$ cat config.mk
export PLATFORM = sky130hd
export DESIGN_NAME = gpu_slot_sched_flat
export DESIGN_NICKNAME = d
export VERILOG_FILES = /design/src/rtl/gpu_slot_sched_if.sv /design/src/rtl/gpu_slot_sched.sv /design/src/flat_wrapper.sv
export SDC_FILE = /design/constraint.sdc
export NUM_CORES = 1
export LEC_CHECK = 0
export ABC_AREA = 1
export BUFFER_PORTS_ARGS = -buffer_cell sky130_fd_sc_hd__buf_2
export CORE_MARGIN = 8
export CORE_UTILIZATION = 50
export DETAILED_ROUTE_END_ITERATION = 7
export PLACE_DENSITY_LB_ADDON = 0.25
export SYNTH_ARGS = -nofsm -noshare
export SYNTH_HDL_FRONTEND = slang
export SYNTH_SLANG_ARGS = --single-unit
$ cat constraint.sdc
create_clock -name clk -period 13.35 [get_ports clk]
set_clock_uncertainty 0.2 [all_clocks]
set_input_delay 1.335 -clock clk [delete_from_list [all_inputs] [get_ports clk]]
set_output_delay 1.335 -clock clk [all_outputs]
set_load 0.01 [all_outputs]
$ cat src/rtl/gpu_slot_sched_if.sv
// gpu_slot_sched_if: config bus, SDRAM sequencer strobes and scheduler outputs.
interface gpu_slot_sched_if #(
  parameter int NUM_CH = 8,
  parameter int PH_W   = 9,
  parameter int CYC_W  = 4,
  parameter int PHS_W  = 4
);
  localparam int CH_W = NUM_CH > 1 ? $clog2(NUM_CH) : 1;
  logic              cfg_wr;
  logic [CH_W-1:0]   cfg_ch;
  logic [2:0]        cfg_addr;
  logic [15:0]       cfg_wdata;
  logic              ena_wr;
  logic [NUM_CH-1:0] ena_wdata;
  logic              ram_ref;
  logic [CYC_W-1:0]  ram_cyc;
  logic [PHS_W-1:0]  ram_ph;
  logic [PH_W-1:0]   ram_ph_ctr;
  logic [NUM_CH-1:0] grant;
  logic              clr;
  logic              conflict;
  modport master (
    output cfg_wr, cfg_ch, cfg_addr, cfg_wdata, ena_wr, ena_wdata,
    output ram_ref, ram_cyc, ram_ph, ram_ph_ctr,
    input  grant, clr, conflict
  );
  modport slave (
    input  cfg_wr, cfg_ch, cfg_addr, cfg_wdata, ena_wr, ena_wdata,
    input  ram_ref, ram_cyc, ram_ph, ram_ph_ctr,
    output grant, clr, conflict
  );
endinterface

$ cat src/rtl/gpu_slot_sched.sv
// gpu_slot_sched: programmable SDRAM slot scheduler emitting per-channel grants, refresh clear pulses and a bank-conflict flag.
module gpu_slot_sched #(
  parameter int NUM_CH  = 8,
  parameter int PH_W    = 9,
  parameter int CYC_W   = 4,
  parameter int PHS_W   = 4,
  parameter int CLR_MAX = 3
) (
  input logic clk,
  input logic rst,
  gpu_slot_sched_if.slave bus
);
  localparam int CH_W = NUM_CH > 1 ? $clog2(NUM_CH) : 1;
  localparam int CC_W = $clog2(CLR_MAX + 1);
  typedef struct packed {
    logic [PH_W-1:0] lo;
    logic [PH_W-1:0] hi;
    logic [1:0]      step;
    logic [2:0]      offset;
    logic [1:0]      cyc_sel;
    logic [1:0]      ph_sel;
    logic [1:0]      bank;
    logic [2:0]      div;
    logic [2:0]      div_init;
  } cfg_t;
  cfg_t [NUM_CH-1:0]      cfg_q, cfg_d;
  logic [NUM_CH-1:0][2:0] dcnt_q, dcnt_d;
  logic [NUM_CH-1:0]      ena_q, ena_d, grant_q, grant_d, qual, hit, in_win, on_stride;
  logic [CC_W-1:0]        ccnt_q, ccnt_d;
  logic                   clr_q, clr_d, conflict_q, conflict_d;
  logic                   sel, same_bank, clr_stb;
  logic                   unused;
  assign unused = ^{bus.cfg_wdata[15:PH_W], bus.cfg_wdata[3:2]};
  always_comb begin
    sel = 1'b0;
    ena_d = bus.ena_wr ? bus.ena_wdata : ena_q;
    for (int i = 0; i < NUM_CH; i++) begin
      sel = bus.cfg_wr && bus.cfg_ch == CH_W'(i);
      cfg_d[i] = cfg_q[i];
      if (sel)
        case (bus.cfg_addr)
          3'd0: cfg_d[i].lo = bus.cfg_wdata[PH_W-1:0];
          3'd1: cfg_d[i].hi = bus.cfg_wdata[PH_W-1:0];
          3'd2: {cfg_d[i].step, cfg_d[i].offset} = bus.cfg_wdata[4:0];
          3'd3: {cfg_d[i].cyc_sel, cfg_d[i].ph_sel, cfg_d[i].bank} = {bus.cfg_wdata[7:4], bus.cfg_wdata[1:0]};
          3'd4: {cfg_d[i].div, cfg_d[i].div_init} = bus.cfg_wdata[5:0];
          default: ;
        endcase
      // out-of-range strobe selects never qualify
      qual[i] = (int'(cfg_q[i].cyc_sel) < CYC_W) && (int'(cfg_q[i].ph_sel) < PHS_W) &&
                bus.ram_cyc[cfg_q[i].cyc_sel] && bus.ram_ph[cfg_q[i].ph_sel];
      hit[i] = dcnt_q[i] == 3'd0;
      in_win[i] = cfg_q[i].lo <= cfg_q[i].hi
                ? (bus.ram_ph_ctr >= cfg_q[i].lo && bus.ram_ph_ctr <= cfg_q[i].hi)
                : (bus.ram_ph_ctr >= cfg_q[i].lo || bus.ram_ph_ctr <= cfg_q[i].hi);
      on_stride[i] = ((bus.ram_ph_ctr[2:0] ^ cfg_q[i].offset) & (3'b111 >> (2'd3 - cfg_q[i].step))) == 3'd0;
      grant_d[i] = ena_q[i] && qual[i] && in_win[i] && on_stride[i] && hit[i];
      dcnt_d[i] = (sel && bus.cfg_addr == 3'd4) ? bus.cfg_wdata[2:0]
                : qual[i] ? (hit[i] ? cfg_q[i].div : dcnt_q[i] - 3'd1)
                : dcnt_q[i];
    end
  end
  always_comb begin
    same_bank = 1'b0;
    for (int i = 0; i < NUM_CH; i++)
      for (int j = i + 1; j < NUM_CH; j++)
        same_bank = same_bank || (grant_d[i] && grant_d[j] && cfg_q[i].bank == cfg_q[j].bank);
    conflict_d = same_bank || (conflict_q && !(bus.cfg_wr && bus.cfg_addr == 3'd7));
    clr_stb = bus.ram_cyc[CYC_W-1] && bus.ram_ph[PHS_W-1];
    clr_d = clr_stb && bus.ram_ref && ccnt_q < CC_W'(CLR_MAX);
    // ccnt counts pulses already emitted; line start clears it first
    ccnt_d = (clr_stb && bus.ram_ph_ctr == '0) ? '0
           : (clr_q && ccnt_q < CC_W'(CLR_MAX)) ? ccnt_q + 1'b1
           : ccnt_q;
  end
  always_ff @(posedge clk or posedge rst)
    if (rst) begin
      cfg_q      <= '0;
      dcnt_q     <= '0;
      ena_q      <= '0;
      grant_q    <= '0;
      ccnt_q     <= '0;
      clr_q      <= 1'b0;
      conflict_q <= 1'b0;
    end else begin
      cfg_q      <= cfg_d;
      dcnt_q     <= dcnt_d;
      ena_q      <= ena_d;
      grant_q    <= grant_d;
      ccnt_q     <= ccnt_d;
      clr_q      <= clr_d;
      conflict_q <= conflict_d;
    end
  assign bus.grant    = grant_q;
  assign bus.clr      = clr_q;
  assign bus.conflict = conflict_q;
endmodule

$ cat src/flat_wrapper.sv
// flat-port wrapper written by rule: the top's interface ports become plain ports
module gpu_slot_sched_flat 
#(
  parameter int NUM_CH  = 8,
  parameter int PH_W    = 9,
  parameter int CYC_W   = 4,
  parameter int PHS_W   = 4,
  parameter int CLR_MAX = 3
)
  (clk, rst, bus_cfg_wr, bus_cfg_ch, bus_cfg_addr, bus_cfg_wdata, bus_ena_wr, bus_ena_wdata, bus_ram_ref, bus_ram_cyc, bus_ram_ph, bus_ram_ph_ctr, bus_grant, bus_clr, bus_conflict);
  gpu_slot_sched_if #(.NUM_CH(NUM_CH), .PH_W(PH_W), .CYC_W(CYC_W), .PHS_W(PHS_W)) bus_i ();
  input logic clk;
  input logic rst;
  input wire logic [$bits(bus_i.cfg_wr)-1:0] bus_cfg_wr;
  input wire logic [$bits(bus_i.cfg_ch)-1:0] bus_cfg_ch;
  input wire logic [$bits(bus_i.cfg_addr)-1:0] bus_cfg_addr;
  input wire logic [$bits(bus_i.cfg_wdata)-1:0] bus_cfg_wdata;
  input wire logic [$bits(bus_i.ena_wr)-1:0] bus_ena_wr;
  input wire logic [$bits(bus_i.ena_wdata)-1:0] bus_ena_wdata;
  input wire logic [$bits(bus_i.ram_ref)-1:0] bus_ram_ref;
  input wire logic [$bits(bus_i.ram_cyc)-1:0] bus_ram_cyc;
  input wire logic [$bits(bus_i.ram_ph)-1:0] bus_ram_ph;
  input wire logic [$bits(bus_i.ram_ph_ctr)-1:0] bus_ram_ph_ctr;
  output wire logic [$bits(bus_i.grant)-1:0] bus_grant;
  output wire logic [$bits(bus_i.clr)-1:0] bus_clr;
  output wire logic [$bits(bus_i.conflict)-1:0] bus_conflict;
  assign bus_i.cfg_wr = bus_cfg_wr;
  assign bus_i.cfg_ch = bus_cfg_ch;
  assign bus_i.cfg_addr = bus_cfg_addr;
  assign bus_i.cfg_wdata = bus_cfg_wdata;
  assign bus_i.ena_wr = bus_ena_wr;
  assign bus_i.ena_wdata = bus_ena_wdata;
  assign bus_i.ram_ref = bus_ram_ref;
  assign bus_i.ram_cyc = bus_ram_cyc;
  assign bus_i.ram_ph = bus_ram_ph;
  assign bus_i.ram_ph_ctr = bus_ram_ph_ctr;
  assign bus_grant = bus_i.grant;
  assign bus_clr = bus_i.clr;
  assign bus_conflict = bus_i.conflict;
  gpu_slot_sched #(.NUM_CH(NUM_CH), .PH_W(PH_W), .CYC_W(CYC_W), .PHS_W(PHS_W), .CLR_MAX(CLR_MAX)) u_core (.clk(clk), .rst(rst), .bus(bus_i));
endmodule
; After elaboration in Yosys (flattened, before gate mapping)
; Cells that the tools add are included.
[classes]
n_addsub = 17
multipliers = 0
n_div = 0
order_cmp = 41
n_eq_ne = 40
shift = 8
muxes = 66
bitwise_logic = 16
reduce_logical = 232
[op_table]
columns = operator, n
row1 = <= comparator 9 bit, 16
row2 = logical AND 1 bit, 127
row3 = AND reduction 2 bit, 40
row4 = >= comparator 9 bit, 8
row5 = 2-to-1 mux 3 bit, 24
row6 = equality test 2 bit, 28
row7 = logical NOT 3 bit, 18
row8 = < comparator 2 x 3 -> 1 bit (second input constant), 16
row9 = logical OR 1 bit, 36
row10 = binary-select mux 1 bit (select 2 bit), 16
row11 = bitwise AND 3 bit, 8
row12 = 2-to-1 mux 1 bit, 24
row13 = >> shifter 3 x 2 -> 3 bit (first input constant), 8
row14 = subtractor 3 x 1 -> 3 bit (second input constant), 8
row15 = bitwise XOR 3 bit, 8
row16 = equality test 3 bit (second input constant), 6
row17 = nonzero test 2 bit, 9
row18 = subtractor 2 bit (first input constant), 8
row19 = equality test 3 x 2 -> 1 bit (second input constant), 4
row20 = logical NOT 9 bit, 1
row21 = equality test 3 x 1 -> 1 bit (second input constant), 2
row22 = 2-to-1 mux 2 bit, 2
row23 = adder 2 x 1 -> 2 bit (second input constant), 1
row24 = < comparator 2 bit (second input constant), 1
row25 = logical NOT 1 bit, 1
[word_totals]
regBits = 300
latchBits = 0
ramBits = 0
rom_bits = 0
in_bits = 52
word_cells = 497
n_memories = 0

; Depth between registers and ports, before layout
; Gate-level depths: netlist of the first run.
[logic_depth]
word_depth = 37
depth_mapped = 19

; Worst setup path before layout of the first run
; No wires, ideal clock.
[synth_path]
kind = in2reg
startpoint = input bus_ram_ph_ctr[0]
endpoint = register u_core.conflict_q, in the netlist u_core.bus.conflict
setup_time_ns = 0.132
arrival_time_ns = 2.978
t_required_ns = 13.018
path_slack_ns = 10.040
stages = 15
n_path_buf = 0
path_cell_list = inv_1 -> ha_1 -> nand2_1 -> nor2_1 -> nand3_1 -> nand4_1 -> nor2_1 -> nor2_2 -> and2_2 -> nand2_1 -> nand3_1 -> nand2_1 -> nand2_1 -> nor2_1 -> nand4_1
[synth_lines]
columns = item, line
row1 = start: declaration, flat_wrapper.sv:23  ; input wire logic [$bits(bus_i.ram_ph_ctr)-1:0] bus_ram_ph_ctr;
row2 = >= comparator 9 bit / <= comparator 9 bit (equally long branches), "gpu_slot_sched.sv:54, gpu_slot_sched.sv:55"
row3 = logical OR 1 bit / logical AND 1 bit (equally long branches), "gpu_slot_sched.sv:55, gpu_slot_sched.sv:54"
row4 = 2-to-1 mux 1 bit, gpu_slot_sched.sv:54  ; ? (bus.ram_ph_ctr >= cfg_q[i].lo && bus.ram_ph_ctr <= cfg_q[i].hi)
row5 = logical AND 1 bit, gpu_slot_sched.sv:57  ; grant_d[i] = ena_q[i] && qual[i] && in_win[i] && on_stride[i] && hit[i];
row6 = logical AND 1 bit (*) (2 in series), gpu_slot_sched.sv:57
row7 = net u_core.grant_d[3], gpu_slot_sched.sv:28  ; logic [NUM_CH-1:0] ena_q, ena_d, grant_q, grant_d, qual, hit, in_win, on_stride;
row8 = logical AND 1 bit (2 in series), gpu_slot_sched.sv:67  ; same_bank = same_bank || (grant_d[i] && grant_d[j] && cfg_q[i].bank == cfg_q[j].bank);
row9 = logical OR 1 bit (19 in series), gpu_slot_sched.sv:67
row10 = logical OR 1 bit (*) (7 in series), gpu_slot_sched.sv:67
row11 = logical OR 1 bit (*), gpu_slot_sched.sv:68  ; conflict_d = same_bank || (conflict_q && !(bus.cfg_wr && bus.cfg_addr == 3'd7));
row12 = net u_core.conflict_d, gpu_slot_sched.sv:30  ; logic clr_q, clr_d, conflict_q, conflict_d;
row13 = end signal: assignment, gpu_slot_sched.sv:92  ; conflict_q <= conflict_d;
row14 = end: declaration, gpu_slot_sched.sv:30
; The timed path passes the listed nets; every way through them passes the cells marked *.
; A chain may end at the register's enable or synchronous reset.

; Final worst setup path of the first run
[layout_path]
startpoint = input bus_ram_ph_ctr[2]
endpoint = register u_core.conflict_q, in the netlist u_core.bus.conflict
; Same word-level chain as after synthesis.

==> flow_summary.json, run 1 <==
{
  "status": "complete, no violations",
  "finalWeightedCongestion": 0.921,
  "cpMostUsedCell": "nand2_1",
  "cts_max_path_buffers": 3,
  "report.final.setup_viol": 0,
  "crit_type": "in -> reg",
  "vias": 16600,
  "cts_max_level": 2,
  "r2r-start": "u_core.cfg_q[130]$_DFFE_PP0P_",
  "drt_pass1_iterations": 5,
  "drt_first_iter_violations": 1203,
  "synth.largest_area_cell": "dfrtp_1",
  "worstMarginPinSlew_ps": 1170,
  "crit_start": "bus_ram_ph_ctr[2]",
  "min_from": "u_core.cfg_q[54]$_DFFE_PP0P_",
  "drive_gt1_share_pct": 5.88,
  "p_leak_uw": 0.0105,
  "tritoncts": "done",
  "p_per_area_mw_per_mm2": 145,
  "min_period_ps": 3730,
  "hold_viol": 0,
  "syn_nets": 2764,
  "port_buffers": 54,
  "io_pins": 62,
  "core_area_sq_mm": 0.0378,
  "yosysTopAreaCellShare_pct": 39.1,
  "wl_mm": 50.8,
  "ant_nets": 0,
  "ir_drop_mv": 0.0884,
  "die_h_um": 212,
  "post_cts_resized": 0,
  "root_buffer": "clkbuf_16",
  "crit_path_top_delay_cell": "buf_2",
  "rsz0062_at_grt": "false",
  "grt_pass1_vias": 15900,
  "cts_hold_buf": 0,
  "r2r_cells": 16,
  "crit_chain": "buf_2 > ha_1 > nand2_1 > nand2_1 > nand2_1 > nand2_1 > nand2_1 > nand4_1 > nor2_1 > nor2_2 > and2_2 > nand2_1 > nand3_1 > nand2_1 > nand2_1 > nor2_1 > nand4_1",
  "utilization_pct": 56.1,
  "num_rows": 71,
  "crit_arrival_ps": 3930,
  "reg2reg_to": "u_core.bus.conflict$_DFF_PP0_",
  "via_per_inst": 5.45,
  "synth_cell_types": 38,
  "track_usage_pct": 22.7,
  "worstPathMaxFanout": 25,
  "syn-mean-instance-area_sq_um": 7.75,
  "nNetsFinal": 2794,
  "crit_end": "u_core.bus.conflict$_DFF_PP0_",
  "maxSlewHeadroom_pct": 22.0,
  "fillers": 3509,
  "cts.sinks": 300,
  "synth_seq_cells": 300,
  "start_util_pct": 50.9,
  "die_x_um": 212,
  "crit_path_end_kind": "flip-flop",
  "drv_slew": 0,
  "grt_antenna_before_repair": 4,
  "synth_warnings": 0,
  "hpwl_mm": 34.4,
  "ys_seq_area_share_pct": 39.1,
  "clk_latency_ps": 540,
  "tns_ps": 0,
  "wire_per_inst_um": 16.7,
  "numCtsBuffers": 37,
  "timing.fmax_ghz": 0.268,
  "rrSetupSlack_ps": 10630,
  "post-cts-setup-buffers": 0,
  "overflow": 0,
  "cts.clk_slew.worst_paths_ps": 60,
  "synthTopCellsByArea": "dfrtp_1, ha_1, nand2_1, o21ai_0, inv_1",
  "crit_path_start_kind": "input port",
  "die_area_sq_mm": 0.0449,
  "grt_first_pass_wirelength_mm": 81.7,
  "synthCells": 2479,
  "required_ps": 13550,
  "worstHoldPathType": "reg -> reg",
  "post-route-period-util_pct": 28.0,
  "slowest_delay_ps": 670,
  "holdWs_ps": 280,
  "area_delta_synth_final_pct": 10.3,
  "synth_area_sq_mm": 0.0192,
  "drc": 0,
  "grt_max_degree": 162,
  "maxCapViolCount": 0
}
report_power, final:
| group | leakage (uW) | internal [uW] | switching, uW |
|---|---|---|---|
| Sequential | 0.00395 | 1050 | 115 |
| Combinational | 0.00593 | 333 | 529 |
| Clock | 0.000619 | 644 | 395 |
| Total | 0.0105 | 2030 | 1040 |
synthesized netlist by cell type:
| library cell | instances |
|---|---|
| a2111oi_0 | 8 |
| a21boi_0 | 1 |
| a21o_1 | 8 |
| a21oi_1 | 122 |
| a221oi_1 | 8 |
| a22o_1 | 2 |
| and2_0 | 1 |
| and2_1 | 3 |
| and2_2 | 1 |
| buf_2 | 4 |
| buf_4 | 2 |
| clkbuf_1 | 66 |
| clkinv_1 | 1 |
| dfrtp_1 | 300 |
| ha_1 | 233 |
| inv_1 | 287 |
| inv_2 | 5 |
| mux2_2 | 3 |
| nand2_1 | 661 |
| nand2_2 | 8 |
| nand3_1 | 62 |
| nand3b_1 | 11 |
| nand4_1 | 34 |
| nor2_1 | 191 |
| nor2_2 | 5 |
| nor2_4 | 3 |
| nor3_1 | 22 |
| nor3_2 | 3 |
| nor3_4 | 1 |
| nor4_1 | 2 |
| o211ai_1 | 29 |
| o21a_1 | 15 |
| o21ai_0 | 319 |
| o21ai_1 | 5 |
| o22ai_1 | 2 |
| o41ai_1 | 1 |
| xnor2_1 | 17 |
| xor2_1 | 33 |
final cells by class:
cell class / count / area (sq um) / share of cell area (%)
Antenna cell: 1 / 2.50 / 0.0118
Clock buffer: 54 / 1090 / 5.15
Clock inverter: 10 / 169 / 0.797
Inverter: 293 / 1110 / 5.23
Multi-Input combinational cell: 1814 / 10300 / 48.7
Sequential cell: 300 / 7510 / 35.4
Tap cell: 511 / 639 / 3.02
Timing Repair Buffer: 63 / 350 / 1.65
placed cells by master (no fill, tap or decap), types with 4 or more instances in the layout:
master       n
nor3_1      22
a21o_1       8
nor2_2       5
a2111oi_0    8
o21ai_0    319
nand2_1    661
o21a_1      15
xnor2_1     17
nand2_2      8
ha_1       233
nand3b_1    11
inv_2        5
o211ai_1    29
nand3_1     62
clkbuf_8     8
o21ai_1      5
dfrtp_1    300
nand4_1     34
xor2_1      33
buf_4        8
clkbuf_1     8
buf_2       54
bufinv_16    4
inv_1      284
a21oi_1    122
nor2_1     191
clkbuf_16   38
a221oi_1     8
cells by family (layout without fill, tap and decap cells):
family                     after synthesis  count (layout)  share of synthesized area (%)
xor gates and xnor gates                50              50                           2.28
muxes                                    3               3                          0.176
DFF                                    300             300                           39.1
AOI/OAI and AO/OA                      520             520                           14.6
adders and majority gates              233             233                           15.2
and+or+nand+nor                       1008            1008                           21.5
other                                    0               1                              0
buffers and inverters                  365             420                           7.20
worst min-delay path by stage:
stage | end | slack (ps) | cells after the start
3_5_place_dp | u_core.cfg_q[54]$_DFFE_PP0P_ | 270 | 2
3_3_place_gp | u_core.cfg_q[54]$_DFFE_PP0P_ | 260 | 2
6_report | u_core.cfg_q[54]$_DFFE_PP0P_ | 280 | 2
4_1_cts | u_core.cfg_q[54]$_DFFE_PP0P_ | 290 | 2
5_1_grt | u_core.cfg_q[92]$_DFFE_PP0P_ | 290 | 2
2_1_floorplan | u_core.cfg_q[109]$_DFFE_PP0P_ | 250 | 2
metrics by stage:
stage | total power (uW) | worst slack [ps] | cells | instance area (sq um)
6_report | 3060 | 9620 | 3046 | 21200
5_1_grt | 3290 | 9430 | 3046 | 21200
4_1_cts | 3080 | 9650 | 3045 | 21200
3_5_place_dp | 2030 | 9110 | 2981 | 19900
3_3_place_gp | 1980 | 9100 | 2981 | 19900
2_1_floorplan | 1800 | 3530 | 2479 | 19200
worst max-delay path, delay by kind of cell:
family / cells / cell delay (ps)
AND/OR/NAND/NOR: 15 / 1500
buffers and inverters: 1 / 670
adder cells (fa/ha/maj): 1 / 390
routing by layer:
| metal | part of all wire [%] | track usage, % | vias to the layer above | wire (um) |
|---|---|---|---|---|
| li1 | - | - | 8211 | - |
| met1 | 45 | 29.7 | 7915 | 22600 |
| met2 | 47 | 38.3 | 374 | 24000 |
| met3 | 5.0 | 3.21 | 92 | 2560 |
| met4 | 3.1 | 7.76 | 4 | 1590 |
| met5 | 0.045 | 0 | - | 23 |
flip-flops by register name, indices dropped and copies added, names as in the netlist:
name and cells:
u_core.cfg_q 256, u_core.dcnt_q 24, u_core.bus.grant 8, u_core.ena_q 8, u_core.ccnt_q 2, u_core.bus.clr 1, u_core.bus.conflict 1
(Power assumes the default switching activity.)
==> run 2, diff against run 1 <==
==> constraint.sdc (replaced) <==
create_clock -name clk -period 3.45 [get_ports clk]
set_clock_uncertainty 0.2 [all_clocks]
set_input_delay 0.345 -clock clk [delete_from_list [all_inputs] [get_ports clk]]
set_output_delay 0.345 -clock clk [all_outputs]
set_load 0.01 [all_outputs]
==> flow_summary.json, run 2 (synthesis results as in run 1) <==
{
  "core_area_sq_mm": 0.0378,
  "die_area_sq_mm": 0.0449,
  "worstMarginPinSlew_ps": 937,
  "area_delta_synth_final_pct": 11.5,
  "final_cell_mix": "nand2_1, o21ai_0, dfrtp_1, inv_1, ha_1",
  "maxCapViolCount": 0,
  "tritoncts": "done",
  "crit_type": "reg -> reg",
  "cts_max_level": 2,
  "drive_gt1_share_pct": 6.48,
  "crit_path_start_kind": "flip-flop",
  "die_h_um": 212,
  "regMostFlops": "u_core.cfg_q",
  "report.final.setup_viol": 0,
  "vias": 16700,
  "met3_usage_pct": 2.95,
  "overflow": 0,
  "worstHoldPathType": "in -> reg",
  "port_buffers": 54,
  "track_usage_pct": 23.1,
  "wl_mm": 51.4,
  "reg.largest.list": "u_core.cfg_q (256), u_core.dcnt_q (24)",
  "hpwl_mm": 35.9,
  "die_x_um": 212,
  "post_cts_resized": 0,
  "r2r_cells": 16,
  "hold_depth": 3,
  "post-route-period-util_pct": 77.3,
  "p_leak_uw": 0.0106,
  "cts_max_path_buffers": 3,
  "rsz0062_at_grt": "false",
  "cts.sinks": 300,
  "drt_pass1_iterations": 5,
  "start_util_pct": 50.9,
  "busiest_layer": "met2",
  "grt_antenna_before_repair": 0,
  "drc": 0,
  "crit_arrival_ps": 2850,
  "finalWeightedCongestion": 0.938,
  "hold_viol": 0,
  "io_pins": 62,
  "p_per_area_mw_per_mm2": 548,
  "use_met2_pct": 39.1,
  "status": "complete, no violations",
  "num_rows": 71,
  "grt_pass1_vias": 16400,
  "required_ps": 3640,
  "root_buffer": "clkbuf_16",
  "cts_hold_buf": 10,
  "nNetsFinal": 2820,
  "timing.fmax_ghz": 0.375,
  "drv_slew": 0,
  "ir_drop_mv": 0.376,
  "wire_per_inst_um": 16.7,
  "numCtsBuffers": 36,
  "grt_first_pass_wirelength_mm": 83.5,
  "finalPower_uw": 11700,
  "crit_path_end_kind": "flip-flop",
  "via_per_inst": 5.42,
  "utilization_pct": 56.7,
  "grt_max_degree": 99,
  "largest_register_ffs": 256,
  "post-cts-setup-buffers": 0,
  "worstPathMaxFanout": 4,
  "cts.clk_slew.worst_paths_ps": 60,
  "clk_latency_ps": 530,
  "final_common_cell": "nand2_1",
  "grtUsageMet1_pct": 30.7,
  "diodes": 0,
  "ant_nets": 0,
  "drt_first_iter_violations": 1116,
  "min_period_ps": 2670,
  "maxSlewHeadroom_pct": 37.5
}
[run 2: cell types whose count changed in the layout (fill, tap and decap cells not counted), moves of 2 or more]
cell,delta
clkinv_4,-2
buf_4,+12
inv_6,+2
buf_12,+5
dlygate4sd3_1,+10
[run 2: power breakdown]
part	total, uW	switching [uW]	internal (uW)
Clock	3850	1470	2380
Combinational	3370	2050	1320
Sequential	4510	448	4060
Total	11700	3970	7760
[run 2: through the flow]
stage	TNS, ps	cells	hold slack, ps	setup slack [ps]	instance area, sq um
6_report	0	3071	43.2	783	21400
4_1_cts	0	3071	28.3	757	21400
2_1_floorplan	-324620	2479	249	-1080	19200
3_3_place_gp	0	2998	178	462	20100
3_5_place_dp	0	2998	186	398	20100
5_1_grt	0	3071	50.2	557	21400
[run 2: final timing paths]
path                                                from                             to  slack (ps)
setup / recovery           u_core.cfg_q[130]$_DFFE_PP0P_  u_core.bus.conflict$_DFF_PP0_         780
hold / removal                                bus_ena_wr    u_core.ena_q[6]$_DFFE_PP0P_          40
setup reg to reg           u_core.cfg_q[130]$_DFFE_PP0P_  u_core.bus.conflict$_DFF_PP0_         780
hold reg to reg             u_core.cfg_q[19]$_DFFE_PP0P_   u_core.cfg_q[19]$_DFFE_PP0P_         280
max in group asynchronous                            rst   u_core.cfg_q[86]$_DFFE_PP0P_        2010
min in group asynchronous                            rst  u_core.cfg_q[196]$_DFFE_PP0P_         170
[run 2: metal layers]
metal	up-vias	part of all wire (%)
met5	-	0
met4	0	2.7
met3	95	5.1
met2	383	47
met1	7903	45
li1	8276	-
[run 2: worst max-delay path, cell delays in order, from the launching register on]
cell	delay [ps]
dfrtp_1	350
inv_1	70
ha_1	290
nand2_1	70
nor2_1	230
nand4_1	120
nand3_1	100
nand2_1	80
nor2_1	210
nor2_2	80
and2_2	210
nand2_1	60
nand3_1	60
nand2_1	60
nand2_1	50
nor2_1	160
nand4_1	110
[run 2: cell type report]
class / instances / area [sq um]
repair buffers: 90 / 641
flip-flops and latches: 300 / 7510
clock inverters: 9 / 128
clock buffers: 54 / 1080
well taps: 511 / 639
fillers: 3478 / 16300
inverters: 293 / 1100
multi-input cells: 1814 / 10300
==> run 3, diff against run 2 <==
==> constraint.sdc (replaced) <==
create_clock -name clk -period 2.7 [get_ports clk]
set_clock_uncertainty 0.2 [all_clocks]
set_input_delay 0.27 -clock clk [delete_from_list [all_inputs] [get_ports clk]]
set_output_delay 0.27 -clock clk [all_outputs]
set_load 0.01 [all_outputs]
==> flow_summary.json, run 3 (synthesis results as in run 1) <==
{
  "grt_first_pass_wirelength_mm": 83.9,
  "busiest_layer": "met2",
  "reg2reg_to": "u_core.bus.conflict$_DFF_PP0_",
  "worstHoldPathType": "in -> reg",
  "finalWeightedCongestion": 0.920,
  "clockPowerShare_pct": 30.8,
  "maxCapViolCount": 0,
  "fillers": 3454,
  "drt_pass1_iterations": 5,
  "min_from": "bus_cfg_wdata[0]",
  "regMostFlops": "u_core.cfg_q",
  "drt_first_iter_violations": 1143,
  "rsz0062_at_grt": "false",
  "combPwrFrac_pct": 30.0,
  "p_int_uw": 9550,
  "min_period_ps": 2510,
  "status": "complete, no violations",
  "reg.largest.list": "u_core.cfg_q (256), u_core.dcnt_q (24)",
  "placed_area_sq_mm": 0.0205,
  "final_cell_mix": "nand2_1, o21ai_0, dfrtp_1, inv_1, ha_1",
  "worstMarginPinSlew_ps": 763,
  "met3_usage_pct": 4.37,
  "root_buffer": "clkbuf_16",
  "clk_latency_ps": 550,
  "r2r_cells": 9,
  "vias": 16800,
  "rrSetupSlack_ps": 190,
  "r2r-start": "u_core.cfg_q[205]$_DFFE_PP0P_",
  "via_per_inst": 5.37,
  "grtUsageMet1_pct": 30.4,
  "port_buffers": 54,
  "wire_per_inst_um": 16.7,
  "drc": 0,
  "crit_path_start_kind": "flip-flop",
  "p_leak_uw": 0.0109,
  "grt_antenna_before_repair": 1,
  "area_delta_synth_final_pct": 13.8,
  "crit_arrival_ps": 2730,
  "grt_pass1_vias": 16400,
  "ir_drop_mv": 0.468,
  "crit_type": "reg -> reg",
  "core_area_sq_mm": 0.0378,
  "hold_viol": 0,
  "p_per_area_mw_per_mm2": 673,
  "switching_share_pct": 35.1,
  "drv_slew": 0,
  "final_common_cell": "nand2_1",
  "tritoncts": "done",
  "post-route-period-util_pct": 92.8,
  "wl_mm": 52.4,
  "drive_gt1_share_pct": 8.21,
  "tns_ps": 0,
  "required_ps": 2920,
  "timing.fmax_ghz": 0.399,
  "switching_power_uw": 5160,
  "holdWs_ps": 84.2,
  "maxSlewHeadroom_pct": 49.1,
  "die_h_um": 212,
  "cts_max_path_buffers": 3,
  "cts_max_level": 2,
  "ant_nets": 0,
  "overflow": 0,
  "num_rows": 71,
  "nNetsFinal": 2880,
  "track_usage_pct": 23.4,
  "fin_area_sq_mm": 0.0218,
  "use_met2_pct": 38.6,
  "largest_register_ffs": 256,
  "hold_depth": 4,
  "grt_max_degree": 92,
  "die_x_um": 212,
  "report.final.setup_viol": 0,
  "io_pins": 62,
  "hold_path_end": "u_core.cfg_q[152]$_DFFE_PP0P_",
  "cts.clk_slew.worst_paths_ps": 60,
  "cts.sinks": 300,
  "worstPathMaxFanout": 4,
  "numCtsBuffers": 36,
  "die_area_sq_mm": 0.0449,
  "crit_path_end_kind": "flip-flop",
  "start_util_pct": 50.9,
  "hpwl_mm": 36.2,
  "seqPwrFrac_pct": 39.2
}
## run 3: changes by cell type in the layout (fill, tap and decap cells not counted), sizes merged
cell / before / now
buf: 80 / 125
dlygate4sd3: 10 / 25
clkinv: 6 / 14
clkbuf: 54 / 48
bufinv: 3 / 0
diode: 0 / 1
inv: 292 / 293
## run 3: routing by layer
layer / part of all wire (%) / vias to the layer above
met1: 45 / 7973
li1: - / 8388
met2: 46 / 372
met3: 5.6 / 96
met4: 3.1 / 2
met5: 0.023 / -
## run 3: worst max-delay path by stage
| stage | from | end | slack, ps | depth (start not counted) |
|---|---|---|---|---|
| 2_1_floorplan | rst | u_core.bus.clr$_DFF_PP0_ | -1760 | 1 |
| 3_3_place_gp | bus_ram_ph_ctr[8] | u_core.bus.conflict$_DFF_PP0_ | -90 | 16 |
| 3_5_place_dp | bus_ram_ph_ctr[8] | u_core.bus.conflict$_DFF_PP0_ | -90 | 16 |
| 4_1_cts | u_core.cfg_q[129]$_DFFE_PP0P_ | u_core.bus.conflict$_DFF_PP0_ | 150 | 16 |
| 5_1_grt | u_core.dcnt_q[9]$_DFFE_PP0P_ | u_core.bus.conflict$_DFF_PP0_ | 4 | 17 |
| 6_report | u_core.cfg_q[205]$_DFFE_PP0P_ | u_core.bus.conflict$_DFF_PP0_ | 190 | 9 |
## run 3: per-stage QoR
step	power [uW]	util [%]	setup WS, ps	cells
global placement	9910	54.3	-90.7	3043
global route	15800	57.9	4.40	3131
finish	14700	57.9	195	3132
floorplan	8910	-	-1760	2479
CTS	14800	57.8	147	3131
detailed placement	10200	54.3	-86.1	3043
## run 3: critical path, cell delays in order, from the launching register on
cell     delay, ps
dfrtp_1        400
ha_1           340
nand3_1        100
o41ai_1        450
nand2_1        230
and2_1         280
nand2_1         80
nand3_1         70
a21oi_1        150
nand4_1         90
## run 3: cell type report
| class | instances | area, sq um | area share (%) |
|---|---|---|---|
| Antenna cell | 1 | 2.50 | 0.0115 |
| Multi-Input combinational cell | 1814 | 10300 | 47.3 |
| Tap cell | 511 | 639 | 2.93 |
| Sequential cell | 300 | 7510 | 34.4 |
| Clock inverter | 15 | 86.3 | 0.395 |
| Clock buffer | 48 | 997 | 4.56 |
| Timing Repair Buffer | 150 | 1180 | 5.39 |
| Inverter | 293 | 1100 | 5.05 |
## run 3: power by group through the flow
stage | combinational (uW) | sequential (uW) | clock [uW]
global placement | 4120 | 5790 | 0
floorplan | 3300 | 5600 | 0
detailed placement | 4350 | 5810 | 0
CTS | 4410 | 5740 | 4620
finish | 4410 | 5760 | 4530
global route | 5130 | 5850 | 4790
## run 3: repair_timing
item / in CTS / in global routing
resized for setup: 0 / 6
hold endpoints to repair: 223 / 0
hold buffers: 25 / 0
endpoints found under the setup margin: 0 / 1
setup buffers: 0 / 0
